===== config.mk =====
export PLATFORM = sky130hd
export DESIGN_NAME = rv_dmem_arbiter
export DESIGN_NICKNAME = d
export VERILOG_FILES = /design/src/rtl/rv_pkg.sv /design/src/rtl/rv_dmem_arbiter.sv
export SDC_FILE = /design/constraint.sdc
export NUM_CORES = 1
export LEC_CHECK = 0
export CAP_MARGIN = 20
export CORE_ASPECT_RATIO = 1.4
export CORE_MARGIN = 1
export CORE_UTILIZATION = 36
export DETAILED_ROUTE_END_ITERATION = 10
export GPL_TIMING_DRIVEN = 0
export PLACE_DENSITY = 0.88
export SYNTH_ARGS = -nofsm -noshare
export SYNTH_HDL_FRONTEND = slang
export SYNTH_SLANG_ARGS = --single-unit

===== constraint.sdc =====
create_clock -name i_arb_clk -period 1.95 [get_ports i_arb_clk]
set_input_delay 0.39 -clock i_arb_clk [delete_from_list [all_inputs] [get_ports i_arb_clk]]
set_output_delay 0.39 -clock i_arb_clk [all_outputs]
set_load 0.01 [all_outputs]

===== src/rtl/rv_pkg.sv =====
// Shared RV core definitions: data-memory geometry, arbiter state encoding
// and the request bundle used by every data-memory requester.
package rv_pkg;

    localparam int XLEN          = 32;
    localparam int DMEM_ADDR_BIT = 12;
    localparam int DMEM_SIZE     = 1 << DMEM_ADDR_BIT;
    localparam int DMEM_WADDR_W  = DMEM_ADDR_BIT - 2;

    typedef enum logic {
        ARB_FREE = 1'b0,
        ARB_LOCK = 1'b1
    } arb_state_e;

    typedef struct packed {
        logic [DMEM_WADDR_W-1:0] addr;
        logic                    wen;
        logic [XLEN/8-1:0]       wstrb;
        logic [XLEN-1:0]         wdata;
    } dmem_req_t;

endpackage


===== src/rtl/rv_dmem_arbiter.sv =====
// Shares the single-port data memory between the core (C) and debug/loader (D)
// ports: core priority with a starvation bound, D lock for bursts, 1-cycle read response.
module rv_dmem_arbiter
    import rv_pkg::*;
#(
    parameter int STARVE_MAX = 4
) (
    input  logic                     i_arb_clk,
    input  logic                     i_arb_rstn,

    input  logic                     i_c_req,
    output logic                     o_c_gnt,
    input  logic [DMEM_ADDR_BIT-3:0] i_c_addr,
    input  logic                     i_c_wen,
    input  logic [XLEN/8-1:0]        i_c_wstrb,
    input  logic [XLEN-1:0]          i_c_wdata,
    output logic                     o_c_rvalid,
    output logic [XLEN-1:0]          o_c_rdata,

    input  logic                     i_d_req,
    output logic                     o_d_gnt,
    input  logic [DMEM_ADDR_BIT-3:0] i_d_addr,
    input  logic                     i_d_wen,
    input  logic [XLEN/8-1:0]        i_d_wstrb,
    input  logic [XLEN-1:0]          i_d_wdata,
    output logic                     o_d_rvalid,
    output logic [XLEN-1:0]          o_d_rdata,
    input  logic                     i_d_lock,

    output logic [DMEM_ADDR_BIT-3:0] o_dmem_addr,
    output logic                     o_dmem_wen,
    output logic [XLEN/8-1:0]        o_dmem_wstrb,
    output logic [XLEN-1:0]          o_dmem_wdata,
    input  logic [XLEN-1:0]          i_dmem_rdata
);

    localparam int CNT_W = $clog2(STARVE_MAX + 1);

    arb_state_e       state;
    logic [CNT_W-1:0] starve_cnt;
    logic             starved;
    logic             c_win;
    logic             d_win;
    dmem_req_t        c_bus;
    dmem_req_t        d_bus;
    dmem_req_t        mem_bus;

    assign c_bus   = '{addr: i_c_addr, wen: i_c_wen, wstrb: i_c_wstrb, wdata: i_c_wdata};
    assign d_bus   = '{addr: i_d_addr, wen: i_d_wen, wstrb: i_d_wstrb, wdata: i_d_wdata};
    assign starved = (starve_cnt >= CNT_W'(STARVE_MAX));

    // Grants are gated by reset so nothing reaches the memory while it is asserted.
    always_comb begin
        c_win = 1'b0;
        d_win = 1'b0;
        if (i_arb_rstn) begin
            if (state == ARB_LOCK) begin
                d_win = i_d_req;
            end else if (i_c_req && (!starved || !i_d_req)) begin
                c_win = 1'b1;
            end else begin
                d_win = i_d_req;
            end
        end
    end

    always_comb begin
        mem_bus       = c_bus;
        mem_bus.wen   = 1'b0;
        mem_bus.wstrb = '0;
        if (d_win) begin
            mem_bus = d_bus;
        end else if (c_win) begin
            mem_bus = c_bus;
        end
        if (!i_arb_rstn) begin
            mem_bus = '0;
        end
    end

    assign o_c_gnt      = c_win;
    assign o_d_gnt      = d_win;
    assign o_dmem_addr  = mem_bus.addr;
    assign o_dmem_wen   = mem_bus.wen;
    assign o_dmem_wstrb = mem_bus.wstrb;
    assign o_dmem_wdata = mem_bus.wdata;

    always_ff @(posedge i_arb_clk or negedge i_arb_rstn) begin
        if (!i_arb_rstn) begin
            state      <= ARB_FREE;
            starve_cnt <= '0;
            o_c_rvalid <= 1'b0;
            o_d_rvalid <= 1'b0;
            o_c_rdata  <= '0;
            o_d_rdata  <= '0;
        end else begin
            case (state)
                ARB_FREE: if (d_win && i_d_lock) state <= ARB_LOCK;
                ARB_LOCK: if (!i_d_lock) state <= ARB_FREE;
                default:  state <= ARB_FREE;
            endcase

            // Counts core wins that pushed a waiting D request back.
            if (d_win || !i_d_req) begin
                starve_cnt <= '0;
            end else if (c_win && !starved) begin
                starve_cnt <= starve_cnt + 1'b1;
            end

            o_c_rvalid <= c_win && !i_c_wen;
            o_d_rvalid <= d_win && !i_d_wen;
            if (c_win && !i_c_wen) o_c_rdata <= i_dmem_rdata;
            if (d_win && !i_d_wen) o_d_rdata <= i_dmem_rdata;
        end
    end

endmodule


==> run_results.csv, run 1 <==
group,metric,value,unit
synth,synth_top_cell_by_area,"dfrtp_1",
global_route,antenna_found_initial,0,
layout,post-route-util,0.6993,
floorplan,fp.dieW,85.73,um
synth,synth.top_cell.area_share,0.4958,
global_route,grt_overflow,0,
synth,synth_most_common_cell,"dfrtp_1",
worst_hold_path,hp-class,"in -> async",
route,vias,3336,
cts,cts.sinks,70,
placed_design,portBuffers,245,
route,first_pass_iters,4,
placed_design,dpl.hpwl,8711,um
synth,synth_edf_count,0,
floorplan,die_h,119.2,um
power_and_ir_drop,swShare,0.2679,
cts,tritoncts,"built",
worst_setup_path,cpMaxStageDelayCell,"dfrtp_1",
sta,tightest_slew,346.0,ps
sta,finalSetupTns,-5910,ps
layout,area_delta_synth_final,88.24,%
sta,setup_violations,46,
sta,period_minus_slack,2163,ps
synth,synthXorXnorAreaFrac,0,
worst_setup_path,cp.required,1560,ps
power_and_ir_drop,p_sw,1.436,mW
synth,syn-num-nets,437,
worst_setup_path,cp.arrival,1770,ps
synth,synth-seq-area-share,0.4958,
route,drc,0,
sta,finalCritPeriodShare,1.109,
outcome,status,"finished with violations",
worst_setup_path,start_kind,"flop",
run,drv_cap,0,
synth,synth_compound_area_frac,0.02337,
cts,clkLatencyLatePin,330,ps
synth,synth-main-ff-cell,"dfrtp_1",
synth,synth.top_cells.by_count,"dfrtp_1 (70), mux2_2 (50), inv_1 (44)",
power_and_ir_drop,clockPowerShare,0.309,
route,final_antenna_net_count,0,
layout,drive_gt1_frac,0.2831,
power_and_ir_drop,combinationalPowerShare,0.335,
worst_setup_path,crit_top_cell,"buf_6",
power_and_ir_drop,vdd_ir_drop_max,0.4519,mV
sta,slew_headroom,0.7686,
route,wl_per_cell,16.05,um
worst_setup_path,cp-end-kind,"output port",
route,wl,11590,um
synth,yosys-top-cells-area,"dfrtp_1 (50%), mux2_2 (16%), mux2i_1 (12%)",
placed_design,gp_congestion,0.7810,
sta,final.setup.worst_slack,-212.5,ps
synth,async_flop_share,1.000,
worst_setup_path,cpPeakStageDelay,420,ps
worst_setup_path,critPathTopFamily,"flip-flops",
global_route,grt_pass1_wl,17710,um
sta,rsz0062_at_grt,"true",
worst_setup_path,r2r_slack,230,ps
outcome,failed_checks,"setup timing",
sta,max_freq,462.4,MHz
synth,postSynthCellCount,304,
cts,root_buffer,"clkbuf_16",
cts,path_clk_slew,60,ps
cts,clock_path_buffers,2,
synth,synth_cell_types,25,
sta,fin_worst_skew,6.404,ps
synth,ys_ff_latch,70,
layout,nets,718,
cts,htree_levels,3,
floorplan,pin_count,246,
floorplan,num_rows,42,
synth,synth-simple-area-share,0.07259,
power_and_ir_drop,totalPowerFinal,5.361,mW
worst_setup_path,path_cells,"nor3b_4 > nor2_4 > buf_6 > buf_6 > a22o_4 > buf_6",
synth,syn_avg_cell_area,11.62,um^2
power_and_ir_drop,p_int,3.925,mW
floorplan,start_util,0.3715,
floorplan,dieArea,10220,um^2
synth,ys_warn_count,0,
layout,num_antenna_cells,0,
global_route,grt_max_degree,39,
sta,hold_slack,19.03,ps
route,routed_via_density,4.620,
sta,hold_viol_final,0,
synth,syn-cell-area,3533,um^2
synth,synth_mux_area_frac,0.3229,
power_and_ir_drop,power_frac_seq,0.356,
global_route,grt_pass1_vias,3556,
worst_setup_path,path_buf_inv,3,
worst_setup_path,crit_path_max_fanout,6,
route,first_iter_violations,58,
synth,synth_top_family_by_area,"multiplexers",
worst_setup_path,critPathKind,"reg -> out",
floorplan,core,9512,um^2
cts,cts_buffers,9,
synth,synthAdderAreaFrac,0.007082,
power_and_ir_drop,p_per_area,806.0,nW/um^2
sta,maxSlewViolCount,0,
power_and_ir_drop,p_leak,3.065,nW
global_route,track_usage,0.2292,
==> worst reg2reg max path, stage by stage (launching register included) <==
cell and delay, ps:
dfrtp_1 410, nor3b_4 80, buf_4 160, nor3_4 330, buf_4 270, mux2_2 370
==> cell usage in the layout (no fill, tap or decap), drive strengths merged <==
master / count
a21boi: 4
a22o: 4
a32o: 1
and3b: 1
buf: 84
bufbuf: 1
bufinv: 1
clkbuf: 15
clkdlybuf4s50: 194
clkinv: 3
clkinvlp: 1
dfrtp: 70
dlygate4sd2: 2
ha: 2
inv: 46
mux2: 64
mux2i: 42
nand2: 44
nand2b: 3
nand3: 3
nor2: 1
nor3: 1
nor3b: 2
o21a: 1
==> layout make-up <==
type                    count  area [um^2]
plain buffers              15        141.4
clock buffers              10        239.0
clock inverters             6        68.82
fillers                   700         2860
inverters                  45        171.4
multi-input cells         173         1543
flip-flops and latches     70         1752
well taps                 132        165.2
repair buffers            271         2571
==> path summary, 6_finish.rpt <==
| kind | start | cells after the start | to |
|---|---|---|---|
| max | starve_cnt[2]$_DFFE_PN0P_ | 6 | o_dmem_wstrb[1] |
| min | i_arb_rstn | 2 | o_c_rdata[10]$_DFFE_PN0P_ |
| max reg2reg | starve_cnt[2]$_DFFE_PN0P_ | 5 | o_d_rdata[28]$_DFFE_PN0P_ |
| min reg2reg | o_d_rdata[2]$_DFFE_PN0P_ | 1 | o_d_rdata[2]$_DFFE_PN0P_ |
| max in group asynchronous | i_arb_rstn | 1 | o_c_rdata[4]$_DFFE_PN0P_ |
| min in group i_arb_clk | i_arb_rstn | 3 | starve_cnt[1]$_DFFE_PN0P_ |
==> per-layer routing <==
layer | vias up | part of all wire | track usage
li1 | 1558 | - | -
met1 | 1587 | 0.35 | 0.2296
met5 | - | 0 | 0
met4 | 0 | 0.022 | 0.09167
met2 | 173 | 0.57 | 0.4515
met3 | 18 | 0.053 | 0.04158
==> metrics by stage <==
| stage | cells | worst slack, ps | area (um^2) |
|---|---|---|---|
| final | 722 | -212.5 | 6651 |
| after floorplan | 304 | 193.7 | 3533 |
| after global placement | 681 | -3651 | 6151 |
| after CTS | 718 | -207.8 | 6586 |
| after global routing | 722 | -315.9 | 6651 |
| after detailed placement | 681 | -1359 | 6148 |
==> power by group through the flow <==
stage / Combinational (mW) / Sequential (mW) / Clock, mW
after CTS: 1.79 / 1.91 / 1.70
after global routing: 1.90 / 1.94 / 1.74
final: 1.80 / 1.91 / 1.66
after floorplan: 0.460 / 2.07 / 0
after detailed placement: 1.77 / 1.93 / 0
after global placement: 1.73 / 1.91 / 0
==> registers in the layout, summed over array words and instances, names as in the netlist <==
signal	count
o_d_rvalid	1
o_c_rvalid	1
o_c_rdata	32
starve_cnt	3
state	1
o_d_rdata	32
==> timing repair <==
item | CTS | global route
hold buffers | 1 | 0
buffers inserted | 19 | 4
pin swaps | 7 | 1
endpoints found under the hold margin | 32 | 0
cloned | 2 | 0
gates resized for setup | 244 | 7
endpoints found under the setup margin | 102 | 58
==> cell families after synthesis <==
| group | after synthesis |
|---|---|
| multiplexers | 106 |
| AO/OA/AOI/OAI | 10 |
| adder cells (fa/ha/maj) | 2 |
| AND/OR/NAND/NOR | 55 |
| flip-flops | 70 |
| buffers and inverters | 61 |
(Power assumes the default switching activity.)
==> inputs of run 2 (changes only) <==
--- a/config.mk
+++ b/config.mk
@@ -12,6 +12,7 @@
 export DETAILED_ROUTE_END_ITERATION = 10
 export GPL_TIMING_DRIVEN = 0
 export PLACE_DENSITY = 0.88
+export SLEW_MARGIN = 15
 export SYNTH_ARGS = -nofsm -noshare
 export SYNTH_HDL_FRONTEND = slang
 export SYNTH_SLANG_ARGS = --single-unit
==> run 2 against run 1 <==
The flow still finishes with violations (setup timing). Total power increased by 0.13%. First-iteration DRC count increased by 16%. Sequential power about the same. Cell count increased by 0.28%. Count of clock-buffer cells in the layout unchanged. Combinational power about the same. Clock power about the same. Core utilization increased by 0.62 points. Largest cell class unchanged.
==> run_results.csv, run 2 (synthesis results as in run 1) <==
group,metric,value,unit
layout,post-route-util,0.7055,
global_route,grt_overflow,0,
sta,setup_violations,47,
worst_setup_path,cp.required,1560,ps
power_and_ir_drop,p_per_area,799.9,nW/um^2
global_route,antenna_found_initial,0,
cts,clock_path_buffers,2,
outcome,status,"finished with violations",
power_and_ir_drop,totalPowerFinal,5.368,mW
worst_setup_path,cp.arrival,1780,ps
worst_setup_path,crit_path_max_fanout,6,
worst_setup_path,critPathKind,"reg -> out",
sta,max_freq,459.8,MHz
cts,cts_buffers,9,
sta,slew_headroom,0.5159,
route,routed_via_density,4.624,
route,vias,3348,
cts,tritoncts,"built",
floorplan,die_h,119.2,um
placed_design,dpl.hpwl,8828,um
worst_setup_path,cp-end-kind,"output port",
floorplan,fp.dieW,85.73,um
worst_setup_path,cpMaxStageDelayCell,"dfrtp_1",
worst_hold_path,hp-class,"in -> async",
cts,cts.sinks,70,
global_route,track_usage,0.2296,
route,first_iter_violations,67,
cts,root_buffer,"clkbuf_16",
global_route,grt_pass1_vias,3556,
run,drv_cap,0,
route,wl,11720,um
floorplan,dieArea,10220,um^2
global_route,grt_max_degree,31,
worst_setup_path,path_cells,"nor3b_4 > nor2_4 > buf_8 > buf_12 > buf_4 > mux2i_1 > buf_2",
worst_setup_path,cpPeakStageDelay,410,ps
layout,drive_gt1_frac,0.2872,
cts,path_clk_slew,60,ps
route,first_pass_iters,4,
route,wl_per_cell,16.19,um
layout,num_antenna_cells,0,
global_route,grt_pass1_wl,17770,um
power_and_ir_drop,vdd_ir_drop_max,0.4271,mV
worst_setup_path,start_kind,"flop",
sta,maxSlewViolCount,0,
sta,tightest_slew,723.7,ps
layout,mostFrequentLayoutCells,"clkdlybuf4s50_1 (193), dfrtp_1 (70), mux2_2 (50), inv_1 (44)",
layout,fin_area,6710,um^2
cts,clkLatencyLatePin,330,ps
outcome,failed_checks,"setup timing",
sta,final.setup.worst_slack,-224.7,ps
placed_design,gp_congestion,0.7810,
floorplan,core,9512,um^2
layout,area_delta_synth_final,89.91,%
placed_design,placed_area,6176,um^2
layout,nets,720,
sta,fin_worst_skew,7.733,ps
layout,reg.largest.list,"o_c_rdata: 32 flops, o_d_rdata: 32 flops, starve_cnt: 3 flops",
cts,htree_levels,3,
floorplan,num_rows,42,
route,final_antenna_net_count,0,
sta,rsz0062_at_grt,"true",
layout,final_common_cell,"clkdlybuf4s50_1",
floorplan,pin_count,246,
placed_design,portBuffers,245,
sta,period_minus_slack,2175,ps
sta,hold_viol_final,0,
sta,finalCritPeriodShare,1.115,
power_and_ir_drop,p_leak,3.097,nW
floorplan,start_util,0.3715,
route,drc,0,
run 2: changes by cell type in the layout (fill, tap and decap cells not counted), sizes merged:
| cell | before | now |
|---|---|---|
| clkdlybuf4s50 | 194 | 193 |
| clkbuf | 15 | 17 |
| dlygate4sd3 | 0 | 1 |
| bufbuf | 1 | 2 |
| buf | 84 | 83 |
run 2: path summary, 6_finish.rpt:
| check | start | end | slack [ps] | depth (start not counted) |
|---|---|---|---|---|
| max | starve_cnt[2]$_DFFE_PN0P_ | o_dmem_wdata[9] | -220 | 7 |
| min | i_arb_rstn | o_c_rdata[12]$_DFFE_PN0P_ | 110 | 2 |
| max reg2reg | starve_cnt[2]$_DFFE_PN0P_ | o_d_rdata[23]$_DFFE_PN0P_ | 210 | 5 |
| min reg2reg | o_d_rdata[2]$_DFFE_PN0P_ | o_d_rdata[2]$_DFFE_PN0P_ | 480 | 1 |
| max in group asynchronous | i_arb_rstn | o_d_rdata[0]$_DFFE_PN0P_ | 820 | 2 |
| min in group i_arb_clk | i_arb_rstn | starve_cnt[1]$_DFFE_PN0P_ | 480 | 4 |
run 2: cell type report:
class	instances	area, um^2
plain buffers	15	148.9
clock buffers	10	239.0
clock inverters	6	68.82
fillers	721	2801
inverters	45	171.4
multi-input cells	173	1538
flip-flops and latches	70	1752
well taps	132	165.2
repair buffers	273	2628
run 2: per-stage QoR:
stage | setup TNS, ps | worst slack (ps) | std cells | hold WS [ps]
2_1_floorplan | 0 | 193.7 | 304 | 94.41
3_3_place_gp | -485620 | -3651 | 681 | 468.9
3_5_place_dp | -63590 | -1097 | 682 | 274.5
4_1_cts | -5733 | -237.1 | 719 | 99.16
5_1_grt | -9672 | -318.2 | 724 | 109.9
6_report | -6150 | -224.7 | 724 | 107.7
run 2: layer usage:
| metal | vias to the layer above | routed length [um] | GRT usage |
|---|---|---|---|
| met2 | 172 | 6561 | 0.4435 |
| met1 | 1592 | 4170 | 0.2370 |
| li1 | 1563 | - | - |
| met4 | 0 | 266 | 0.09271 |
| met5 | - | 0 | 0 |
| met3 | 21 | 720 | 0.04227 |
run 2: critical path: cells and delay by family, from the launching register on:
kind / cells / cell delay, ps
AND/OR/NAND/NOR: 2 / 380
buffers and inverters: 4 / 530
flip-flops: 1 / 410
multiplexers: 1 / 130
run 2: where the power goes:
part	total, mW	internal [mW]	switching, mW
Clock	1.65	1.03	0.619
Combinational	1.81	1.15	0.658
Sequential	1.91	1.76	0.156
run 2: what timing repair did:
action,CTS,global route
hold buffers,1,0
gates cloned,2,1
gates resized for setup,248,6
hold endpoints to repair,15,0
buffers inserted,19,4
pin swaps,8,3
endpoints found under the setup margin,58,57
==> inputs of run 3 (changes only) <==
==> constraint.sdc (replaced) <==
create_clock -name i_arb_clk -period 1.95 [get_ports i_arb_clk]
set_input_delay 0.39 -clock i_arb_clk [delete_from_list [all_inputs] [get_ports i_arb_clk]]
set_output_delay 0.39 -clock i_arb_clk [all_outputs]
set_load 0.005 [all_outputs]
==> run 3 against run 2 <==
The flow still finishes with violations (setup timing). Die area stayed put. Hold slack better by 0.72 ps. Cell count is 1.1% lower. Sequential power hardly changed. Combinational power is 9% lower. Clock skew hardly changed. Via count is 1.3% lower. Register-to-register slack better by 20 ps. Core utilization is 0.67 points lower. Count of clock-buffer cells in the layout stayed put. Clock power hardly changed. Critical path type unchanged. Critical endpoint is now o_dmem_wstrb[3]. Largest cell class unchanged.
==> run_results.csv, run 3 (synthesis results as in run 1) <==
group,metric,value,unit
outcome,status,"finished with violations",
outcome,failed_checks,"setup timing",
sta,hold_viol_final,0,
global_route,grt_overflow,0,
sta,period_minus_slack,2195,ps
global_route,antenna_found_initial,0,
cts,htree_levels,3,
layout,drive_gt1_frac,0.2705,
power_and_ir_drop,vdd_ir_drop_max,0.4200,mV
floorplan,start_util,0.3715,
worst_setup_path,path_cells,"nor3b_4 > nor2_4 > buf_6 > buf_8 > buf_6 > a22o_1 > buf_6",
sta,tightest_slew,725.2,ps
power_and_ir_drop,p_per_area,782.2,nW/um^2
sta,setup_violations,48,
global_route,track_usage,0.2291,
placed_design,dpl.hpwl,8828,um
worst_setup_path,cp.arrival,1810,ps
placed_design,placed_area,6176,um^2
sta,maxSlewViolCount,0,
cts,clock_path_buffers,2,
cts,cts_buffers,9,
sta,fin_worst_skew,7.265,ps
worst_setup_path,start_kind,"flop",
cts,cts.sinks,70,
placed_design,dpl.cell_count,682,
floorplan,num_rows,42,
floorplan,fp.dieW,85.73,um
layout,num_antenna_cells,0,
route,drc,0,
route,final_antenna_net_count,0,
worst_setup_path,cp-end-kind,"output port",
route,routed_via_density,4.613,
global_route,grt_pass1_vias,3481,
worst_setup_path,path_buf_inv,4,
layout,reg.largest.list,"o_c_rdata: 32 flops, o_d_rdata: 32 flops, starve_cnt: 3 flops",
route,wl_per_cell,15.99,um
worst_setup_path,cpPeakStageDelay,400,ps
global_route,grt_pass1_wl,17750,um
route,vias,3303,
cts,root_buffer,"clkbuf_16",
power_and_ir_drop,totalPowerFinal,5.199,mW
worst_setup_path,critPathKind,"reg -> out",
route,first_pass_iters,4,
sta,slew_headroom,0.5150,
sta,rsz0062_at_grt,"true",
cts,clkLatencyLatePin,330,ps
worst_setup_path,critPathTopFamily,"buffers and inverters",
placed_design,dp_worst_setup_slack,-1063,ps
floorplan,dieArea,10220,um^2
run,drv_cap,0,
cts,path_clk_slew,60,ps
layout,fin_area,6646,um^2
sta,final.setup.worst_slack,-245.5,ps
floorplan,die_h,119.2,um
global_route,grt_max_degree,31,
power_and_ir_drop,p_leak,3.048,nW
worst_setup_path,cp.required,1560,ps
floorplan,pin_count,246,
worst_setup_path,crit_top_cell,"buf_6",
placed_design,gp_congestion,0.7810,
layout,nets,712,
placed_design,portBuffers,245,
worst_hold_path,hp-class,"in -> async",
sta,finalCritPeriodShare,1.126,
cts,tritoncts,"built",
layout,area_delta_synth_final,88.10,%
floorplan,core,9512,um^2
worst_setup_path,crit_path_max_fanout,7,
worst_setup_path,cpMaxStageDelayCell,"dfrtp_1",
route,first_iter_violations,55,
sta,max_freq,455.5,MHz
layout,final_common_cell,"clkdlybuf4s50_1",
layout,mostFrequentLayoutCells,"clkdlybuf4s50_1 (193), dfrtp_1 (70), mux2_2 (50), inv_1 (44), buf_2 (43)",
layout,final_cells,716,
route,wl,11450,um
==> run 3: worst paths after layout <==
kind / start / to / slack [ps] / depth (start not counted)
min in group i_arb_clk: o_d_rdata[2]$_DFFE_PN0P_ / o_d_rdata[2]$_DFFE_PN0P_ / 480 / 1
worst max-delay path: state$_DFF_PN0_ / o_dmem_wstrb[3] / -250 / 7
worst max register to register: state$_DFF_PN0_ / o_d_rdata[23]$_DFFE_PN0P_ / 230 / 5
worst min register to register: o_d_rdata[2]$_DFFE_PN0P_ / o_d_rdata[2]$_DFFE_PN0P_ / 480 / 1
max in group asynchronous: i_arb_rstn / o_d_rdata[0]$_DFFE_PN0P_ / 820 / 2
worst min-delay path: i_arb_rstn / o_c_rdata[12]$_DFFE_PN0P_ / 110 / 2
==> run 3: where the power goes <==
part | total, mW | switching (mW) | internal, mW
clock network | 1.65 | 0.616 | 1.03
logic | 1.64 | 0.506 | 1.13
registers | 1.91 | 0.156 | 1.76
==> run 3: cell type report <==
type                    count  area, um^2
multi-input cells         173        1528
well taps                 132       165.2
inverters                  45       171.4
clock buffers              10       239.0
flip-flops and latches     70        1752
fillers                   720        2865
plain buffers              15       152.6
repair buffers            265        2570
clock inverters             6       68.82
==> run 3: layer usage <==
layer,global-route usage,routed length (um)
met1,0.2428,4078
met2,0.4410,6459
met3,0.03881,683
met4,0.08646,230
met5,0,0
==> run 3: timing repair <==
item                                    CTS  global route
endpoints found under the setup margin   58            57
buffers inserted                         11             2
endpoints found under the hold margin    15             0
gates resized for setup                 230             3
hold buffers                              2             0
pin swaps                                 5             2
gates cloned                              6             0
==> run 3: stage by stage <==
stage | hold WS (ps) | utilization | setup TNS [ps]
2_1_floorplan | 94.41 | - | 0
3_3_place_gp | 468.9 | 0.6467 | -483920
3_5_place_dp | 274.5 | 0.6493 | -61900
4_1_cts | 99.16 | 0.7014 | -6939
5_1_grt | 109.9 | 0.6988 | -8782
6_report | 108.4 | 0.6988 | -5125
